File: src/rtl/mcs4_cycle_ctrl.sv
// mcs4_cycle_ctrl: master timing controller for an MCS-4 system.
// Generates the shared two-phase clock enables and tracks the 8-subcycle
// instruction cycle from the CPU's sync output. It also provides run, halt
// and single-step control at instruction boundaries, plus an instruction counter.
//
// state  | meaning
// -------+-----------------------------------------------------------
// HALTED | tick counter held at 0, no clock enables, cycle state frozen
// RUN    | free-running; a pending halt is taken at the next boundary
// STEP   | running one instruction; stops at the next boundary
module mcs4_cycle_ctrl #(
  parameter int DIV       = 4,
  parameter bit RESET_RUN = 1'b1,
  parameter int CNT_W     = 16
) (
  input  logic             clk,
  input  logic             rst,
  input  logic             run_req,
  input  logic             halt_req,
  input  logic             step_req,
  input  logic             sync,
  output logic             clken_1,
  output logic             clken_2,
  output logic [2:0]       subcycle,
  output logic             locked,
  output logic             halted,
  output logic             step_done,
  output logic             sync_err,
  output logic [CNT_W-1:0] instr_count
);

  localparam int CW = (DIV > 2) ? $clog2(DIV) : 1;
  localparam logic [CW-1:0] CNT_LAST = CW'(DIV - 1);
  localparam logic [CW-1:0] CNT_HALF = CW'(DIV / 2);

  typedef enum logic [1:0] {
    S_HALTED = 2'd0,
    S_RUN    = 2'd1,
    S_STEP   = 2'd2
  } state_t;

  state_t           state_q, state_d;
  logic [CW-1:0]    cnt_q, cnt_d;
  logic             clken_1_q, clken_1_d;
  logic             clken_2_q, clken_2_d;
  logic [2:0]       subcycle_q, subcycle_d;
  logic             locked_q, locked_d;
  logic             step_done_q, step_done_d;
  logic             sync_err_q, sync_err_d;
  logic [CNT_W-1:0] instr_count_q, instr_count_d;
  logic             pending_q, pending_d;

  logic running_q, running_d, pe, ib, halt_eff;

  // Next-state logic: run control FSM, tick counter, enables and subcycle tracking
  always_comb begin
    state_d       = state_q;
    cnt_d         = cnt_q;
    subcycle_d    = subcycle_q;
    locked_d      = locked_q;
    instr_count_d = instr_count_q;
    pending_d     = pending_q;
    step_done_d   = 1'b0;
    sync_err_d    = 1'b0;
    halt_eff      = 1'b0;

    running_q = (state_q != S_HALTED);
    pe        = running_q && (cnt_q == CNT_LAST);
    ib        = pe && sync;

    case (state_q)
      S_HALTED: begin
        pending_d = 1'b0;
        if (run_req)       state_d = S_RUN;
        else if (step_req) state_d = S_STEP;
      end
      S_RUN: begin
        // A simultaneous halt_req beats run_req; run_req alone cancels a pending halt.
        halt_eff  = halt_req || (pending_q && !run_req);
        pending_d = halt_eff;
        if (ib && halt_eff) begin
          state_d   = S_HALTED;
          pending_d = 1'b0;
        end
      end
      S_STEP: begin
        if (run_req) begin
          state_d = S_RUN;
        end else if (ib) begin
          state_d     = S_HALTED;
          step_done_d = 1'b1;
        end
      end
      default: state_d = S_HALTED;
    endcase

    running_d = (state_d != S_HALTED);

    // The counter leaves 0 only after the clken_1 for that slot has been issued,
    // so a fresh start (after reset or from HALTED) begins with a full period.
    if (!running_q)                      cnt_d = '0;
    else if (cnt_q == '0 && !clken_1_q)  cnt_d = '0;
    else if (cnt_q == CNT_LAST)          cnt_d = '0;
    else                                 cnt_d = cnt_q + CW'(1);

    clken_1_d = running_d && (cnt_d == '0);
    clken_2_d = running_d && (cnt_d == CNT_HALF);

    if (pe) begin
      if (sync) begin
        subcycle_d = 3'd0;
        if (!locked_q) begin
          locked_d = 1'b1;
        end else if (subcycle_q == 3'd7) begin
          instr_count_d = instr_count_q + CNT_W'(1);
        end else begin
          sync_err_d = 1'b1;
        end
      end else if (locked_q && subcycle_q == 3'd7) begin
        sync_err_d = 1'b1;
        locked_d   = 1'b0;
        subcycle_d = 3'd0;
      end else begin
        subcycle_d = subcycle_q + 3'd1;
      end
    end
  end

  // State register with synchronous reset
  always_ff @(posedge clk) begin
    if (rst) begin
      state_q       <= RESET_RUN ? S_RUN : S_HALTED;
      cnt_q         <= '0;
      clken_1_q     <= 1'b0;
      clken_2_q     <= 1'b0;
      subcycle_q    <= 3'd0;
      locked_q      <= 1'b0;
      step_done_q   <= 1'b0;
      sync_err_q    <= 1'b0;
      instr_count_q <= '0;
      pending_q     <= 1'b0;
    end else begin
      state_q       <= state_d;
      cnt_q         <= cnt_d;
      clken_1_q     <= clken_1_d;
      clken_2_q     <= clken_2_d;
      subcycle_q    <= subcycle_d;
      locked_q      <= locked_d;
      step_done_q   <= step_done_d;
      sync_err_q    <= sync_err_d;
      instr_count_q <= instr_count_d;
      pending_q     <= pending_d;
    end
  end

  assign clken_1     = clken_1_q;
  assign clken_2     = clken_2_q;
  assign subcycle    = subcycle_q;
  assign locked      = locked_q;
  assign halted      = (state_q == S_HALTED);
  assign step_done   = step_done_q;
  assign sync_err    = sync_err_q;
  assign instr_count = instr_count_q;

endmodule

File: config.mk
export PLATFORM = sky130hd
export DESIGN_NAME = mcs4_cycle_ctrl
export DESIGN_NICKNAME = d
export VERILOG_FILES = /design/src/rtl/mcs4_cycle_ctrl.sv
export SDC_FILE = /design/constraint.sdc
export NUM_CORES = 1
export LEC_CHECK = 0
export CAP_MARGIN = 20
export CELL_PAD_IN_SITES_DETAIL_PLACEMENT = 0
export CELL_PAD_IN_SITES_GLOBAL_PLACEMENT = 1
export CORE_AREA = 2 2 89 48
export CTS_CLUSTER_DIAMETER = 50
export CTS_CLUSTER_SIZE = 16
export DETAILED_ROUTE_END_ITERATION = 8
export DIE_AREA = 0 0 91 50
export GPL_TIMING_DRIVEN = 0
export PLACE_DENSITY = 0.79
export SYNTH_ARGS = -nofsm -noshare
export SYNTH_HDL_FRONTEND = slang
export SYNTH_SLANG_ARGS = --single-unit
File: constraint.sdc
create_clock -name clk -period 2.4 [get_ports clk]
set_clock_uncertainty 0.2 [all_clocks]
set_input_delay 0.48 -clock clk [delete_from_list [all_inputs] [get_ports clk]]
set_output_delay 0.48 -clock clk [all_outputs]
set_load 0.02 [all_outputs]
== Yosys cells after proc, flatten, opt, wreduce, memory -nomap -nowiden ==
Index checks and enable logic that the tools add are counted.

* Shifts and indexed selects: 0
* Muxes and demuxes: 20
* $add $sub $neg: 3
* Equal/unequal tests: 5
* Order comparisons: 0
* Bitwise gates (word level): 2
* Div/mod/pow operators: 0
* $mul: 0
* Reduce and logical (&&, ||, !) cells: 22

{| class="wikitable"
|+ Operators with widths
! kind !! count
|-
| 16-bit by 1-bit adder with 16-bit output (second input constant) || 1
|-
| 2-bit 2-to-1 mux || 8
|-
| 1-bit logical AND || 8
|-
| 1-bit 2-to-1 mux || 8
|-
| 2-bit nonzero test || 4
|-
| 2-bit equality test (second input constant) || 3
|-
| 2-bit zero test || 3
|-
| 3-bit 2-to-1 mux || 2
|-
| 2-bit case mux with 3 select lines || 1
|-
| 4-bit AND reduction || 1
|-
| 3-bit by 1-bit adder with 3-bit output (second input constant) || 1
|-
| 3-bit equality test (second input constant) || 1
|-
| 3-bit OR reduction || 1
|-
| 2-bit by 1-bit adder with 2-bit output (second input constant) || 1
|-
| 2-bit by 1-bit equality test with 1-bit output (second input constant) || 1
|-
| 1-bit zero test || 2
|-
| 1-bit inverter || 2
|-
| 1-bit case mux with 2 select lines || 1
|-
| 2-bit AND reduction || 1
|-
| 2-bit OR reduction || 1
|-
| 1-bit logical OR || 1
|}

* Memories kept: 0
* Register bits: 29
* RAM bits: 0
* ROM bits: 0
* Bits in latches: 0
* Input port bits: 6
* Logic and storage cells: 62
* Output and inout port bits: 25

== Depth between registers and ports, before layout ==
Gate-level depths: netlist (run 1).

* Word-level depth: 8
* Mapped depth: 7
* Depth with buffers taken out: 6

== Worst setup path before layout (run 1) ==
No wires, ideal clock.

* Path kind: reg2reg
* From: reg subcycle_q[0], in the netlist subcycle[0]
* To: reg instr_count_q[15], in the netlist instr_count[15]
* Setup slack: 0.026 ns
* Arrival: 2.104 ns
* Buffers on the path: 0
* Period minus slack after synthesis: 2.374 ns
* Stages on the path, launching flop included: 7
* Data required time: 2.130 ns
* Library setup time: 0.070 ns
* Cell sequence: dfxtp_1 ha_1 ha_1 nand4_4 or4_4 or4_1 a21oi_1

* Cells in the longest elaborated chain, start to end: 2

{| class="wikitable"
|+ Ends and longest elaborated chain
! element !! line !! source
|-
| start: declaration || 46 || <nowiki>logic [2:0] subcycle_q, subcycle_d;</nowiki>
|-
| start signal: assignment || 147 || <nowiki>subcycle_q <= subcycle_d;</nowiki>
|-
| 3-bit equality test || 114 || <nowiki>end else if (subcycle_q == 3'd7) begin</nowiki>
|-
| 4-bit AND reduction (no source line) || - ||
|-
| end signal: assignment || 151 || <nowiki>instr_count_q <= instr_count_d;</nowiki>
|-
| end: declaration || 50 || <nowiki>logic [CNT_W-1:0] instr_count_q, instr_count_d;</nowiki>
|}

No other way between the ends.
A chain may end at the register's enable or synchronous reset.

== Final worst setup path (run 1) ==
* From: reg cnt_q[0]
* To: reg instr_count_q[14], in the netlist instr_count[14]

* Cells in the longest elaborated chain, start to end: 3

{| class="wikitable"
|+ Ends and longest elaborated chain
! element !! line !! source
|-
| start: declaration || 43 || <nowiki>logic [CW-1:0] cnt_q, cnt_d;</nowiki>
|-
| start signal: assignment || 144 || <nowiki>cnt_q <= cnt_d;</nowiki>
|-
| 2-bit equality test || 68 || <nowiki>pe = running_q && (cnt_q == CNT_LAST);</nowiki>
|-
| 1-bit logical AND || 68 ||
|-
| 4-bit AND reduction (no source line) || - ||
|}

No other way between the ends.

==> metrics.cfg, run 1 <==
[outcome]
status = complete, no violations

[detailed_routing]
wirelength_um = 2985
drc = 0
wl_per_cell_um = 12.23
ant_nets = 0
firstDrtPassIters = 4
vias_per_cell = 4.898
vias = 1195
first_iter_violations = 59

[synthesis]
yosys_register_bits = 29
netlist_instances = 152
synth.net_count = 163
yosysWarnings = 0
synthArstFlopShare_pct = 0
synth_edf_count = 0
synth_cell_type_count = 36
synth_top_area_share_pct = 43.90
yosys_most_used_dff = dfxtp_1
syn_area_per_cell_um2 = 8.701
synth_top_area_cell = dfxtp_1
synth_area_um2 = 1323
synth.yosys.seq_area_share_pct = 43.90
synth_area_leaders = dfxtp_1 (44%), a21oi_1 (5.3%), o21ai_0 (4.9%)

[pwr]
switching_share_pct = 26.59
p_int_uw = 836.9
p_comb_share_pct = 17.3
p_seq_share_pct = 47.4
power_switching_uw = 303.2
p_per_area_nw_per_um2 = 634.6
pwr-share-clk_pct = 35.2
p_leak_uw = 0.0006067
ir_drop_v = 0.0003719

[critical_path]
critical_path_buf_inv_count = 1
slowest_delay_ns = 0.48
cp-end-kind = register
critPathTopFamily = simple AND/OR/NAND/NOR gates
critPathArrivalTime_ns = 2.26
path_class = reg2reg
worstPathRequired_ns = 2.41
cp_max_fo = 8
cpMaxStageDelayCell = or4_1
cp_cell_sequence = ha_1, nand4_4, or4_1, buf_2, or3_1, a21oi_1
startpoint_type = register

[clock_tree]
insertion_delay_ns = 0.28
clk_pin_slew_worst_paths_ns = 0.06
cts.path.max_buffers = 2
cts_buffers = 5
cts_root_buf = clkbuf_8
htreeDepth = 2
clock_sinks = 29
cts_tree = yes

[finish]
drive_above_1_share_pct = 9.474
final_area_um2 = 1797
area_delta_synth_final_pct = 35.86
finalNonFillerCells = 244
nets = 201
diodes = 0

[global_routing]
grt_pass1_wl_um = 4830
overflow = 0
grt_pass1_vias = 1062
antenna_found_initial = 0
gr-usage-all-layers_pct = 13.68
grt_start_max_net_pins = 11

[floorplanning]
die-area_um2 = 4550
die_h_um = 50
die_x_um = 91
rows = 16
core_area_um2 = 3764
ios = 31
start_util_pct = 35.14

[worst_hold_path]
hold_class = reg2reg

[timing]
final.setup.tns_ns = 0
hold_viol = 0
finalCritPeriodShare_pct = 94.00
finalCriticalPeriod_ns = 2.256
slew_violations = 0
tightest_slew_ns = 0.5580
fmax_ghz = 0.4432
rsz0062_at_grt = false
setup_violations = 0
maxSlewHeadroom_pct = 62.46

[place]
hpwl_um = 2159
placed_area_um2 = 1680
place_inst = 235
io_buffer_count = 29
gp_congestion = 0.7349

[job]
drv_cap = 0

-- worst paths after layout --
check                              start                           end  slack, ns  depth (start not counted)
setup / recovery     cnt_q[0]$_SDFF_PP0_  instr_count[14]$_SDFFE_PP0P_       0.14                          6
hold / removal    pending_q$_SDFFE_PP0P_        pending_q$_SDFFE_PP0P_       0.25                          2
setup reg to reg     cnt_q[0]$_SDFF_PP0_  instr_count[14]$_SDFFE_PP0P_       0.14                          6
hold reg to reg   pending_q$_SDFFE_PP0P_        pending_q$_SDFFE_PP0P_       0.25                          2
-- worst min-delay path, cell delays in order (launching register included) --
cell and delay [ns]:
dfxtp_1 0.31, nand2_1 0.05, a21oi_1 0.05
-- cell usage after synthesis (all sizes together), types with 3 or more instances --
cell,instances
dfxtp,29
nor2,17
a21oi,14
o21ai,14
inv,9
xnor2,7
nand2,6
or3,6
ha,5
nand3,5
nor3,5
clkbuf,4
buf,3
nand4,3
nor2b,3
o211ai,3
or4,3
-- logic make-up (layout without fill, tap and decap cells) --
logic type	after synthesis	after routing	share of synthesized area (%)
buffers and inverters	16	54	5.487
and+or+nand+nor	57	57	24.50
DFF	29	29	43.90
adders and majority gates	5	5	4.730
AOI/OAI and AO/OA	38	38	16.75
xor gates and xnor gates	7	7	4.636
-- area by class of cell --
type	instances	area, um2
buffer	7	38.79
clock buffer	7	86.33
fill	391	1967
inverter	9	33.78
multi-input combinational	107	684.4
sequential	29	581.8
tap	54	67.56
timing repair buffer	31	304.0
-- per-stage QoR --
step	total power [uW]	setup WS [ns]	utilization [%]	hold WS, ns
5_1_grt	1206	0.01253	47.74	0.2895
2_1_floorplan	676.2	0.02587	-	0.2323
3_5_place_dp	749.5	0.01394	44.65	0.2476
6_report	1140	0.1439	47.74	0.2531
3_3_place_gp	741.1	0.04322	44.65	0.2391
4_1_cts	1154	0.03786	47.04	0.2562
-- flip-flops by register name, indices dropped and copies added (netlist names) --
| register | cells |
|---|---|
| locked | 1 |
| clken_2 | 1 |
| instr_count | 16 |
| state_q | 2 |
| cnt_q | 2 |
| pending_q | 1 |
| subcycle | 3 |
| clken_1 | 1 |
| sync_err | 1 |
| step_done | 1 |
-- layer usage --
layer	wire (um)	global-route usage [%]
met4	58	6.061
met5	0	0
met3	163	5.352
met2	1226	19.51
met1	1536	18.22
-- power by group through the flow --
stage                     sequential, uW  clock [uW]  combinational (uW)
final                                541         402                 198
after global placement               546           0                 195
after floorplan                      566           0                 110
after detailed placement             550           0                 199
after CTS                            540         415                 199
after global routing                 545         439                 222
-- layout by cell type, fill, tap and decap left out, drive strengths merged, types with 2 or more instances in the layout --
cell and instances:
inv 9, clkbuf 11, or3 6, ha 5, a21oi 14, a31o 2
nand2 6, nand3 5, nand3b 2, or4 3, nand4 3, xnor2 7
o211ai 3, clkdlybuf4s50 28, nor2b 3, dfxtp 29, nor3 5, buf 5
nor2 17, o21ai 14
-- repair_timing --
| item | 4_1_cts | 5_1_grt |
|---|---|---|
| setup buffers | 0 | 2 |
| endpoints found under the hold margin | 0 | 0 |
| pin swaps | 0 | 1 |
| gates resized for setup | 3 | 2 |
| hold buffers | 0 | 0 |
| endpoints found under the setup margin | 3 | 5 |
| cloned | 0 | 0 |
Note: power is estimated with default switching activity, not from simulation.
==> run 2: changes to the inputs <==
- PLACE_DENSITY: 0.79 -> unset
- PLACE_DENSITY_LB_ADDON: unset -> 0.3
==> run 2 against run 1 <==
Worst hold slack better by 0.0076 ns. Register-to-register slack got worse by 0.02 ns. Final cell count is 0.82% higher. Non-clock buffer count increased by 2. First-iteration DRC count shrank 14%. Via count fell by 0.92%. Combinational power about the same. Clock power down 1%. Largest power group unchanged.
==> metrics.cfg, run 2 (synthesis gave the netlist of run 1 again) <==
[timing]
fmax_ghz = 0.4398
whs_ns = 0.2607
finalCriticalPeriod_ns = 2.274
maxSlewHeadroom_pct = 58.41
setup_violations = 0
rsz0062_at_grt = false
final.setup.tns_ns = 0
finalCritPeriodShare_pct = 94.73
hold_viol = 0
slew_violations = 0
tightest_slew_ns = 0.6182

[critical_path]
reg2reg_to = instr_count[15]$_SDFFE_PP0P_
reg2reg_depth = 6
worst-path-stages = 6
critPathTopFamily = simple AND/OR/NAND/NOR gates
startpoint_type = register
critical_path_buf_inv_count = 0
critPathArrivalTime_ns = 2.28
worstPathRequired_ns = 2.40
worstReg2RegStart = subcycle[1]$_SDFFE_PP0N_
slowest_delay_ns = 0.57
worstSetupEndpoint = instr_count[15]$_SDFFE_PP0P_
rrSetupSlack_ns = 0.13
cp-end-kind = register
startpoint = subcycle[1]$_SDFFE_PP0N_
cp_cell_sequence = ha_2, ha_4, nand4_4, or4_4, or4_1, a21oi_1
cpMaxStageDelayCell = or4_4
cp_max_fo = 8
path_class = reg2reg

[detailed_routing]
drc = 0
ant_nets = 0
vias_per_cell = 4.813
wl_per_cell_um = 12.38
first_iter_violations = 51
firstDrtPassIters = 5
wirelength_um = 3046
vias = 1184

[floorplanning]
die_h_um = 50
rows = 16
start_util_pct = 35.14
die-area_um2 = 4550
die_x_um = 91
core_area_um2 = 3764
ios = 31

[place]
hpwl_um = 2277
io_buffer_count = 29
gp_congestion = 0.7134

[clock_tree]
cts.path.max_buffers = 2
cts_buffers = 5
clock_sinks = 29
cts_tree = yes
insertion_delay_ns = 0.28
clk_pin_slew_worst_paths_ns = 0.06
postCtsHoldBufs = 0
htreeDepth = 2
cts_root_buf = clkbuf_8

[finish]
diodes = 0
drive_above_1_share_pct = 10.94
largest_reg_flops = 16
fin_util_pct = 48.30
area_delta_synth_final_pct = 37.46
final_cell_mix = dfxtp_1 (28), clkdlybuf4s50_1 (28), nor2_1 (16)
nFillCells = 398
nets = 203

[outcome]
status = complete, no violations

[global_routing]
grt_pass1_wl_um = 5050
overflow = 0
grt_pass1_vias = 1080
grt_start_max_net_pins = 11
gr-usage-all-layers_pct = 14.04
antenna_found_initial = 0

[pwr]
p_leak_uw = 0.0006257
ir_drop_v = 0.0003322
p_per_area_nw_per_um2 = 623.9

[worst_hold_path]
hold_class = reg2reg

[job]
drv_cap = 0

-- run 2: cell count changes in the layout (fill, tap and decap cells not counted) --
cell,previous run,this run
buf_4,2,4
dlygate4sd2_1,1,0
dlymetal6s2s_1,0,1
ha_1,4,3
ha_2,0,1
-- run 2: tightest hold or removal path: stages, from the launching register on --
cell and delay (ns):
dfxtp_1 0.30, nand2_1 0.05, a21oi_1 0.05
-- run 2: per-layer routing --
metal,vias up,share of wire [%],track usage [%]
met2,22,42,20.62
met4,0,0.13,3.788
li1,619,-,-
met3,2,5.4,5.199
met1,541,53,19.31
met5,-,0,0
-- run 2: power by group --
part           internal [uW]  total, uW  switching (uW)
sequential               518        539            20.2
combinational           91.4        199             107
clock                    227        397             170
-- run 2: area by class of cell --
class                           instances  area [um2]  share of cell area (%)
Sequential cell                        29       581.8                   32.00
Inverter                                9       33.78                   1.858
Tap cell                               54       67.56                   3.716
Buffer                                  7       38.79                   2.134
Clock buffer                            7       86.33                   4.749
Timing Repair Buffer                   33       322.8                   17.76
Multi-Input combinational cell        107       686.9                   37.78
-- run 2: timing repair --
item | in CTS | in global routing
pin swaps | 0 | 1
buffers inserted | 0 | 4
resized for setup | 2 | 4
setup endpoints to repair | 2 | 7
gates cloned | 0 | 0
-- run 2: per-stage QoR --
step	total power [uW]	instance area [um2]	worst slack [ns]	instances
after floorplan	676.2	1323	0.02587	152
after detailed placement	746.9	1680	0.01896	235
after global routing	1194	1818	0.002590	246
final	1134	1818	0.1264	246
after global placement	740.3	1680	0.05126	235
after CTS	1150	1772	0.03003	242
-- run 2: how the worst min path moves through the flow --
| stage | from | to | slack (ns) | depth (start not counted) |
|---|---|---|---|---|
| 6_report | pending_q$_SDFFE_PP0P_ | pending_q$_SDFFE_PP0P_ | 0.26 | 2 |
| 5_1_grt | pending_q$_SDFFE_PP0P_ | pending_q$_SDFFE_PP0P_ | 0.30 | 2 |
| 4_1_cts | pending_q$_SDFFE_PP0P_ | pending_q$_SDFFE_PP0P_ | 0.27 | 2 |
| 3_5_place_dp | pending_q$_SDFFE_PP0P_ | pending_q$_SDFFE_PP0P_ | 0.26 | 2 |
| 3_3_place_gp | pending_q$_SDFFE_PP0P_ | pending_q$_SDFFE_PP0P_ | 0.24 | 2 |
| 2_1_floorplan | pending_q$_SDFFE_PP0P_ | pending_q$_SDFFE_PP0P_ | 0.23 | 2 |
